===== src/rtl/axis_move_scheduler.sv =====
// Two-axis move scheduler: alternately evaluates theta and phi errors and issues
// timed slow/fast drive slots, each followed by a forced-off settle interval.
// Optional stall watchdog enabled by defining STALL_WATCHDOG_EN.
module axis_move_scheduler #(
  parameter logic [15:0] DEADBAND      = 16'd3,
  parameter logic [15:0] FAST_THR      = 16'd20,
  parameter int          MOVE_CYCLES   = 16,
  parameter int          SETTLE_CYCLES = 8
) (
  input  logic        clk,
  input  logic        rst,
  input  logic        en,
  input  logic        sma,
  input  logic [15:0] R_vertical_1,
  input  logic [15:0] R_vertical_2,
  input  logic [15:0] R_horizontal_1,
  input  logic [15:0] R_horizontal_2,
  input  logic [15:0] theta_manual,
  input  logic [15:0] theta_actual,
  input  logic [15:0] phi_manual,
  input  logic [15:0] phi_actual,
  output logic [1:0]  s_out_theta_pos,
  output logic [1:0]  s_out_theta_neg,
  output logic [1:0]  s_out_phi_pos,
  output logic [1:0]  s_out_phi_neg,
  output logic        busy,
  output logic        fault
);

  typedef enum logic [2:0] {
    IDLE, EVAL_T, MOVE_T, SETTLE_T, EVAL_P, MOVE_P, SETTLE_P, FAULT
  } state_t;

  state_t             state, state_nxt;
  logic [15:0]        cnt, cnt_nxt;
  logic [1:0]         tp_nxt, tn_nxt, pp_nxt, pn_nxt;
  logic signed [16:0] err;
  logic [16:0]        err_mag;
  logic               in_db, is_fast, stall_hit;
  logic [1:0]         code;

  // Widening to 17 bits keeps full-scale differences (e.g. FFFF - 0) from wrapping.
  function automatic logic signed [16:0] diff17(input logic [15:0] a, input logic [15:0] b);
    return $signed({1'b0, a}) - $signed({1'b0, b});
  endfunction

  function automatic logic [16:0] mag17(input logic signed [16:0] e);
    return e[16] ? $unsigned(-e) : $unsigned(e);
  endfunction

  always_comb begin
    if (state == EVAL_P)
      err = sma ? diff17(R_horizontal_1, R_horizontal_2) : diff17(phi_manual, phi_actual);
    else
      err = sma ? diff17(R_vertical_1, R_vertical_2) : diff17(theta_manual, theta_actual);
    err_mag = mag17(err);
    in_db   = err_mag <= {1'b0, DEADBAND};
    is_fast = err_mag > {1'b0, FAST_THR};
    code    = is_fast ? 2'b10 : 2'b01;
  end

`ifdef STALL_WATCHDOG_EN
  logic [3:0] stall_t, stall_p, stall_t_nxt, stall_p_nxt;

  assign stall_hit = (state == EVAL_P) ? (stall_p == 4'd8) : (stall_t == 4'd8);
  assign fault     = (state == FAULT);

  // Counts consecutive move slots per axis; only an in-deadband evaluation clears it.
  always_comb begin
    stall_t_nxt = stall_t;
    stall_p_nxt = stall_p;
    if (state == EVAL_T && en) begin
      if (in_db)           stall_t_nxt = 4'd0;
      else if (!stall_hit) stall_t_nxt = stall_t + 4'd1;
    end
    if (state == EVAL_P && en) begin
      if (in_db)           stall_p_nxt = 4'd0;
      else if (!stall_hit) stall_p_nxt = stall_p + 4'd1;
    end
  end

  always_ff @(posedge clk or negedge rst) begin
    if (!rst) begin
      stall_t <= 4'd0;
      stall_p <= 4'd0;
    end else begin
      stall_t <= stall_t_nxt;
      stall_p <= stall_p_nxt;
    end
  end
`else
  assign stall_hit = 1'b0;
  assign fault     = 1'b0;
`endif

  assign busy = (state != IDLE);

  always_comb begin
    state_nxt = state;
    cnt_nxt   = cnt;
    tp_nxt    = 2'b00;
    tn_nxt    = 2'b00;
    pp_nxt    = 2'b00;
    pn_nxt    = 2'b00;
    case (state)
      IDLE: if (en) state_nxt = EVAL_T;
      EVAL_T, EVAL_P: begin
        if (!en)
          state_nxt = IDLE;
        else if (in_db)
          state_nxt = (state == EVAL_T) ? EVAL_P : EVAL_T;
        else if (stall_hit)
          state_nxt = FAULT;
        else begin
          cnt_nxt = 16'(MOVE_CYCLES - 1);
          if (state == EVAL_T) begin
            state_nxt = MOVE_T;
            if (err[16]) tn_nxt = code;
            else         tp_nxt = code;
          end else begin
            state_nxt = MOVE_P;
            if (err[16]) pn_nxt = code;
            else         pp_nxt = code;
          end
        end
      end
      MOVE_T, MOVE_P: begin
        if (cnt == 16'd0) begin
          state_nxt = (state == MOVE_T) ? SETTLE_T : SETTLE_P;
          cnt_nxt   = 16'(SETTLE_CYCLES - 1);
        end else begin
          cnt_nxt = cnt - 16'd1;
          tp_nxt  = s_out_theta_pos;
          tn_nxt  = s_out_theta_neg;
          pp_nxt  = s_out_phi_pos;
          pn_nxt  = s_out_phi_neg;
        end
      end
      SETTLE_T: begin
        if (cnt == 16'd0) state_nxt = EVAL_P;
        else              cnt_nxt   = cnt - 16'd1;
      end
      SETTLE_P: begin
        if (cnt == 16'd0) state_nxt = EVAL_T;
        else              cnt_nxt   = cnt - 16'd1;
      end
      FAULT:   state_nxt = FAULT;
      default: state_nxt = IDLE;
    endcase
  end

  always_ff @(posedge clk or negedge rst) begin
    if (!rst) begin
      state           <= IDLE;
      cnt             <= 16'd0;
      s_out_theta_pos <= 2'b00;
      s_out_theta_neg <= 2'b00;
      s_out_phi_pos   <= 2'b00;
      s_out_phi_neg   <= 2'b00;
    end else begin
      state           <= state_nxt;
      cnt             <= cnt_nxt;
      s_out_theta_pos <= tp_nxt;
      s_out_theta_neg <= tn_nxt;
      s_out_phi_pos   <= pp_nxt;
      s_out_phi_neg   <= pn_nxt;
    end
  end

endmodule


===== config.mk =====
export PLATFORM = sky130hd
export DESIGN_NAME = axis_move_scheduler
export DESIGN_NICKNAME = d
export VERILOG_FILES = /design/src/rtl/axis_move_scheduler.sv
export SDC_FILE = /design/constraint.sdc
export NUM_CORES = 1
export LEC_CHECK = 0
export CORE_MARGIN = 2
export CORE_UTILIZATION = 52
export DETAILED_ROUTE_END_ITERATION = 16
export PLACE_DENSITY = 0.82
export SYNTH_ARGS = -nofsm -noshare
export SYNTH_HDL_FRONTEND = slang
export SYNTH_SLANG_ARGS = --single-unit

===== constraint.sdc =====
create_clock -name clk -period 4.3 [get_ports clk]
set_input_delay 0.645 -clock clk [delete_from_list [all_inputs] [get_ports clk]]
set_output_delay 0.645 -clock clk [all_outputs]
set_load 0.05 [all_outputs]

==> flow_summary.json, run 1 <==
{
  "root_buffer": "clkbuf_8",
  "htreeDepth": 1,
  "error": "[ERROR GRT-0232] Routing congestion too high. Check the congestion heatmap in the GUI.",
  "synth_top_family_by_area": "compound AO/OA/AOI/OAI gates",
  "die_w_um": 109,
  "post-place-ws_ns": -0.798,
  "clock_path_buffers": 2,
  "cts_buffers": 3,
  "syn_nets": 1008,
  "avgSynthCellArea_um2": 7.17,
  "initial_core_util_pct": 53.2,
  "postSynthCellCount": 805,
  "muxShareOfSynthArea_pct": 2.21,
  "lastStage": "global routing (5_1_grt)",
  "grt_worst_setup_endpoint": "cnt[2]$_DFFE_PN0P_/D",
  "async_reset_ff_share_pct": 100,
  "cts_sinks": 27,
  "syn_area_mm2": 0.00577,
  "yosys.area_share.simple_pct": 24.7,
  "netlist-cell-type-count": 88,
  "yosysWarnings": 0,
  "yosys.area_share.adder_pct": 15.9,
  "rows": 38,
  "holdBufCountCts": 0,
  "die_height_um": 109,
  "grt_start_max_net_pins": 25,
  "port_buffers": 140,
  "grt.total_usage_pct": 83.7,
  "num_io_pins": 142,
  "synth.yosys.seq_area_share_pct": 11.7,
  "synth_edf_count": 0,
  "overflow": 196,
  "hpwl_um": 15700,
  "synth_flop_cell": "dfrtp_1",
  "synth_compound_area_share_pct": 33.4,
  "worst-ep-kind": "sequential cell input",
  "status": "aborted with a tool error",
  "synth_xor_area_share_pct": 4.86,
  "ys_seq_elements": 27,
  "gp_routability_congestion": 0.991
}
-- layer usage --
metal | overflow | GRT usage [%]
met3 | 3 | 69.9
met5 | 1 | 29.9
met1 | 5 | 79.5
met4 | 65 | 91.0
met2 | 122 | 101
-- Yosys cell counts (all sizes together) (6+ instances only) --
cell type / number / share of area, %
nand2b: 9 / 0.98
or3: 30 / 3.3
o22ai: 6 / 0.65
xnor2: 18 / 2.7
o21bai: 6 / 0.78
a211oi: 9 / 1.3
a21oi: 63 / 5.5
ha: 67 / 15
nor2b: 6 / 0.65
and3: 11 / 1.2
o21a: 11 / 1.4
nand3: 25 / 2.2
o21ai: 44 / 3.8
xor2: 14 / 2.1
clkbuf: 13 / 0.85
or4: 6 / 0.78
nor3: 18 / 1.6
dfrtp: 27 / 12
mux2i: 6 / 1.0
nor2: 63 / 4.1
a31oi: 25 / 3.0
o31ai: 19 / 2.8
a21o: 20 / 2.6
nand2: 86 / 5.6
buf: 6 / 0.72
and2: 6 / 0.69
nor4: 9 / 1.1
inv: 86 / 5.6
-- stage by stage --
| step | utilization [%] | area (µm²) | TNS [ns] | cells |
|---|---|---|---|---|
| CTS | 87.9 | 9530 | 0 | 1263 |
| detailed placement | 78.9 | 8550 | -17.09 | 1233 |
| global placement | 78.9 | 8550 | -13.89 | 1233 |
| floorplan | - | 5810 | 0 | 805 |
-- cells by family after synthesis --
family                     Yosys count
AOI/OAI and AO/OA                  271
xor gates and xnor gates            32
adders and majority gates           71
buffers and inverters              105
DFF                                 27
muxes                               10
other                                1
and+or+nand+nor                    288
-- timing repair --
action,in CTS
endpoints found under the setup margin,26
pin swaps,99
gates resized for setup,173
buffers inserted,30
==> run 2: changes to the inputs <==
- CORE_UTILIZATION: 52 -> 40
- PLACE_DENSITY: 0.82 -> default
- PLACE_DENSITY_LB_ADDON: default -> 0.15
==> flow_summary.json, run 2 <==
{
  "instances_no_fill": 1345,
  "yosysWarnings": 0,
  "wl_um": 23000,
  "worst_slew_pin_slew_ns": 1.16,
  "synth_top_cell_area_share_pct": 14.5,
  "core-area_mm2": 0.0140,
  "htreeDepth": 1,
  "async_reset_ff_share_pct": 100,
  "cts_sinks": 27,
  "worstPathRequired_ns": 4.48,
  "cts_buffers": 3,
  "firstDrtPassIters": 6,
  "antenna_found_initial": 0,
  "num_io_pins": 142,
  "dieArea_mm2": 0.0154,
  "post_dp_cell_area_mm2": 0.00866,
  "drv_slew": 0,
  "synth.yosys.seq_area_share_pct": 11.7,
  "holdBufCountCts": 0,
  "synthTopCellsByCount": "inv_1 (85), nand2_1 (85), ha_1 (67)",
  "utilization_pct": 76.2,
  "hpwl_um": 15600,
  "slowest_delay_ns": 0.51,
  "violations": "setup timing",
  "path_buf_inv": 6,
  "peakVddDrop_v": 0.000129,
  "grt_start_max_net_pins": 22,
  "final_cell_mix": "buf_4 (205), clkdlybuf4s50_1 (80), nand2_1 (76), inv_1 (59), nor2_1 (52)",
  "final_nets": 1369,
  "max_freq_mhz": 227,
  "rsz0062_at_grt": "true",
  "clkSlewWorstSetupHoldPaths_ns": 0.07,
  "synth.largest_area_cell": "ha_1",
  "p_per_area_mw_per_mm2": 178,
  "die_w_um": 124,
  "slew_headroom_pct": 22.5,
  "status": "finished with violations",
  "postSynthCellCount": 805,
  "critPathKind": "input pin to flop",
  "initial_core_util_pct": 41.3,
  "post-place-ws_ns": -0.765,
  "cp-end-kind": "flop",
  "path_delay_family": "compound AO/OA/AOI/OAI gates",
  "largest_register_ffs": 16,
  "final_antenna_net_count": 0,
  "worstPathMaxFanout": 5,
  "grt_pass1_wl_um": 33100,
  "layout_setup_ws_ns": -0.103,
  "clock_skew_ns": 0.00498,
  "grt_pass1_vias": 7183,
  "syn_nets": 1008,
  "crit_arrival_ns": 4.59,
  "synth_flop_cell": "dfrtp_1",
  "fin_crit_ns": 4.40,
  "ys_seq_elements": 27,
  "cp-start-kind": "input pin",
  "largest_register": "cnt",
  "hold_viol_final": 0,
  "clk_latency_ns": 0.26,
  "gp_routability_congestion": 0.973,
  "p_leak_nw": 4.94,
  "drcViolationCount": 0,
  "fin_crit_sh_pct": 102,
  "drive_gt1_share_pct": 39.9,
  "area_growth_syn_to_layout_pct": 84.8,
  "drt_iter0_markers": 695,
  "route.vias.total": 7779,
  "synth_edf_count": 0,
  "avgSynthCellArea_um2": 7.17,
  "die_height_um": 124,
  "antennaDiodeCount": 0,
  "rows": 43,
  "vias_per_cell": 5.78,
  "cap_violations": 0,
  "fin_tns_setup_ns": -0.897,
  "crit_path_top_delay_cell": "o41a_1",
  "root_buffer": "clkbuf_16",
  "reg_top3": "cnt x16, state x3",
  "syn_area_mm2": 0.00577,
  "layout_commonest_cell": "buf_4",
  "post_drt_wl_per_cell_um": 17.1,
  "path_cells": "clkdlybuf4s50_1 -> inv_1 -> ha_4 -> buf_4 -> a21o_1 -> o31ai_4 -> buf_12 -> o21ai_4 -> a31oi_4 -> o41a_1 -> buf_4 -> a211oi_2 -> a21o_1 -> o31ai_2 -> a211o_1 -> o32ai_4 -> nand2_2 -> buf_6 -> a31oi_1",
  "hold_class": "flop to flop",
  "grt.total_usage_pct": 26.0,
  "finalInstanceArea_mm2": 0.0107,
  "place_inst": 1280,
  "synth_area_leaders": "ha_1 (15%), dfrtp_1 (12%), inv_1 (5.5%)",
  "port_buffers": 140,
  "setup_viol": 16,
  "overflow": 0,
  "netlist-cell-type-count": 88,
  "clock_path_buffers": 2,
  "cts_tree": "yes"
}
run 2: worst paths after layout:
kind | start | end | slack [ns] | cells past startpoint
worst max-delay path | theta_actual[6] | cnt[9] | -0.10 | 19
worst min-delay path | s_out_theta_neg[1] | s_out_theta_neg[1] | 0.48 | 2
worst max register to register | state[1] | state[2] | 0.17 | 18
worst min register to register | s_out_theta_neg[1] | s_out_theta_neg[1] | 0.48 | 2
max in group asynchronous | rst | cnt[3] | 2.75 | 2
min in group asynchronous | rst | cnt[1] | 0.90 | 1
run 2: logic make-up (layout without fill, tap and decap cells):
logic type | after synthesis | count (layout) | share of synthesized area [%]
compound gates | 271 | 271 | 33.4
xor+xnor | 32 | 32 | 4.86
fa+ha+maj | 71 | 71 | 15.9
buf+inv | 105 | 465 | 7.15
flops | 27 | 27 | 11.7
mux | 10 | 10 | 2.21
other cells | 1 | 1 | 0.0650
simple gates | 288 | 288 | 24.7
run 2: per-layer routing:
metal  global-route usage [%]  wire (µm)  vias up  part of all wire, %
met2                     46.0      11200      346                   49
met1                     33.5       9490     3628                   41
met5                        0          0        -                    0
met4                     8.01        971        0                  4.2
met3                     2.06       1310       92                  5.7
li1                         -          -     3713                    -
run 2: repair_timing:
action / CTS / global route
pin swaps: 58 / 114
gates cloned: 1 / 0
setup endpoints to repair: 26 / 26
gates resized for setup: 160 / 208
setup buffers: 25 / 39
run 2: worst min-delay path, stage by stage, from the launching register on:
cell,delay (ns)
dfrtp_1,0.34
nand2_1,0.05
o31ai_1,0.05
run 2: cell type report:
| class | instances | area (µm²) |
|---|---|---|
| fillers | 952 | 3320 |
| inverters | 86 | 325 |
| clock inverters | 1 | 5.00 |
| multi-input cells | 673 | 6040 |
| well taps | 180 | 225 |
| repair buffers | 375 | 3320 |
| clock buffers | 3 | 75.1 |
| flip-flops and latches | 27 | 676 |
run 2: report_power, final:
| group | switching, mW | internal (mW) | total (mW) |
|---|---|---|---|
| combinational | 0.686 | 0.742 | 1.43 |
| clock | 0.0858 | 0.125 | 0.211 |
| sequential | 0 | 0.254 | 0.254 |
| total | 0.772 | 1.12 | 1.89 |
run 2: per-stage QoR:
step | hold slack, ns | power [mW]
2_1_floorplan | 0.349 | 0.801
3_3_place_gp | 0.463 | 1.27
3_5_place_dp | 0.469 | 1.28
4_1_cts | 0.483 | 1.66
5_1_grt | 0.509 | 2.00
6_report | 0.481 | 1.89
Note: power is estimated with default switching activity, not from simulation.
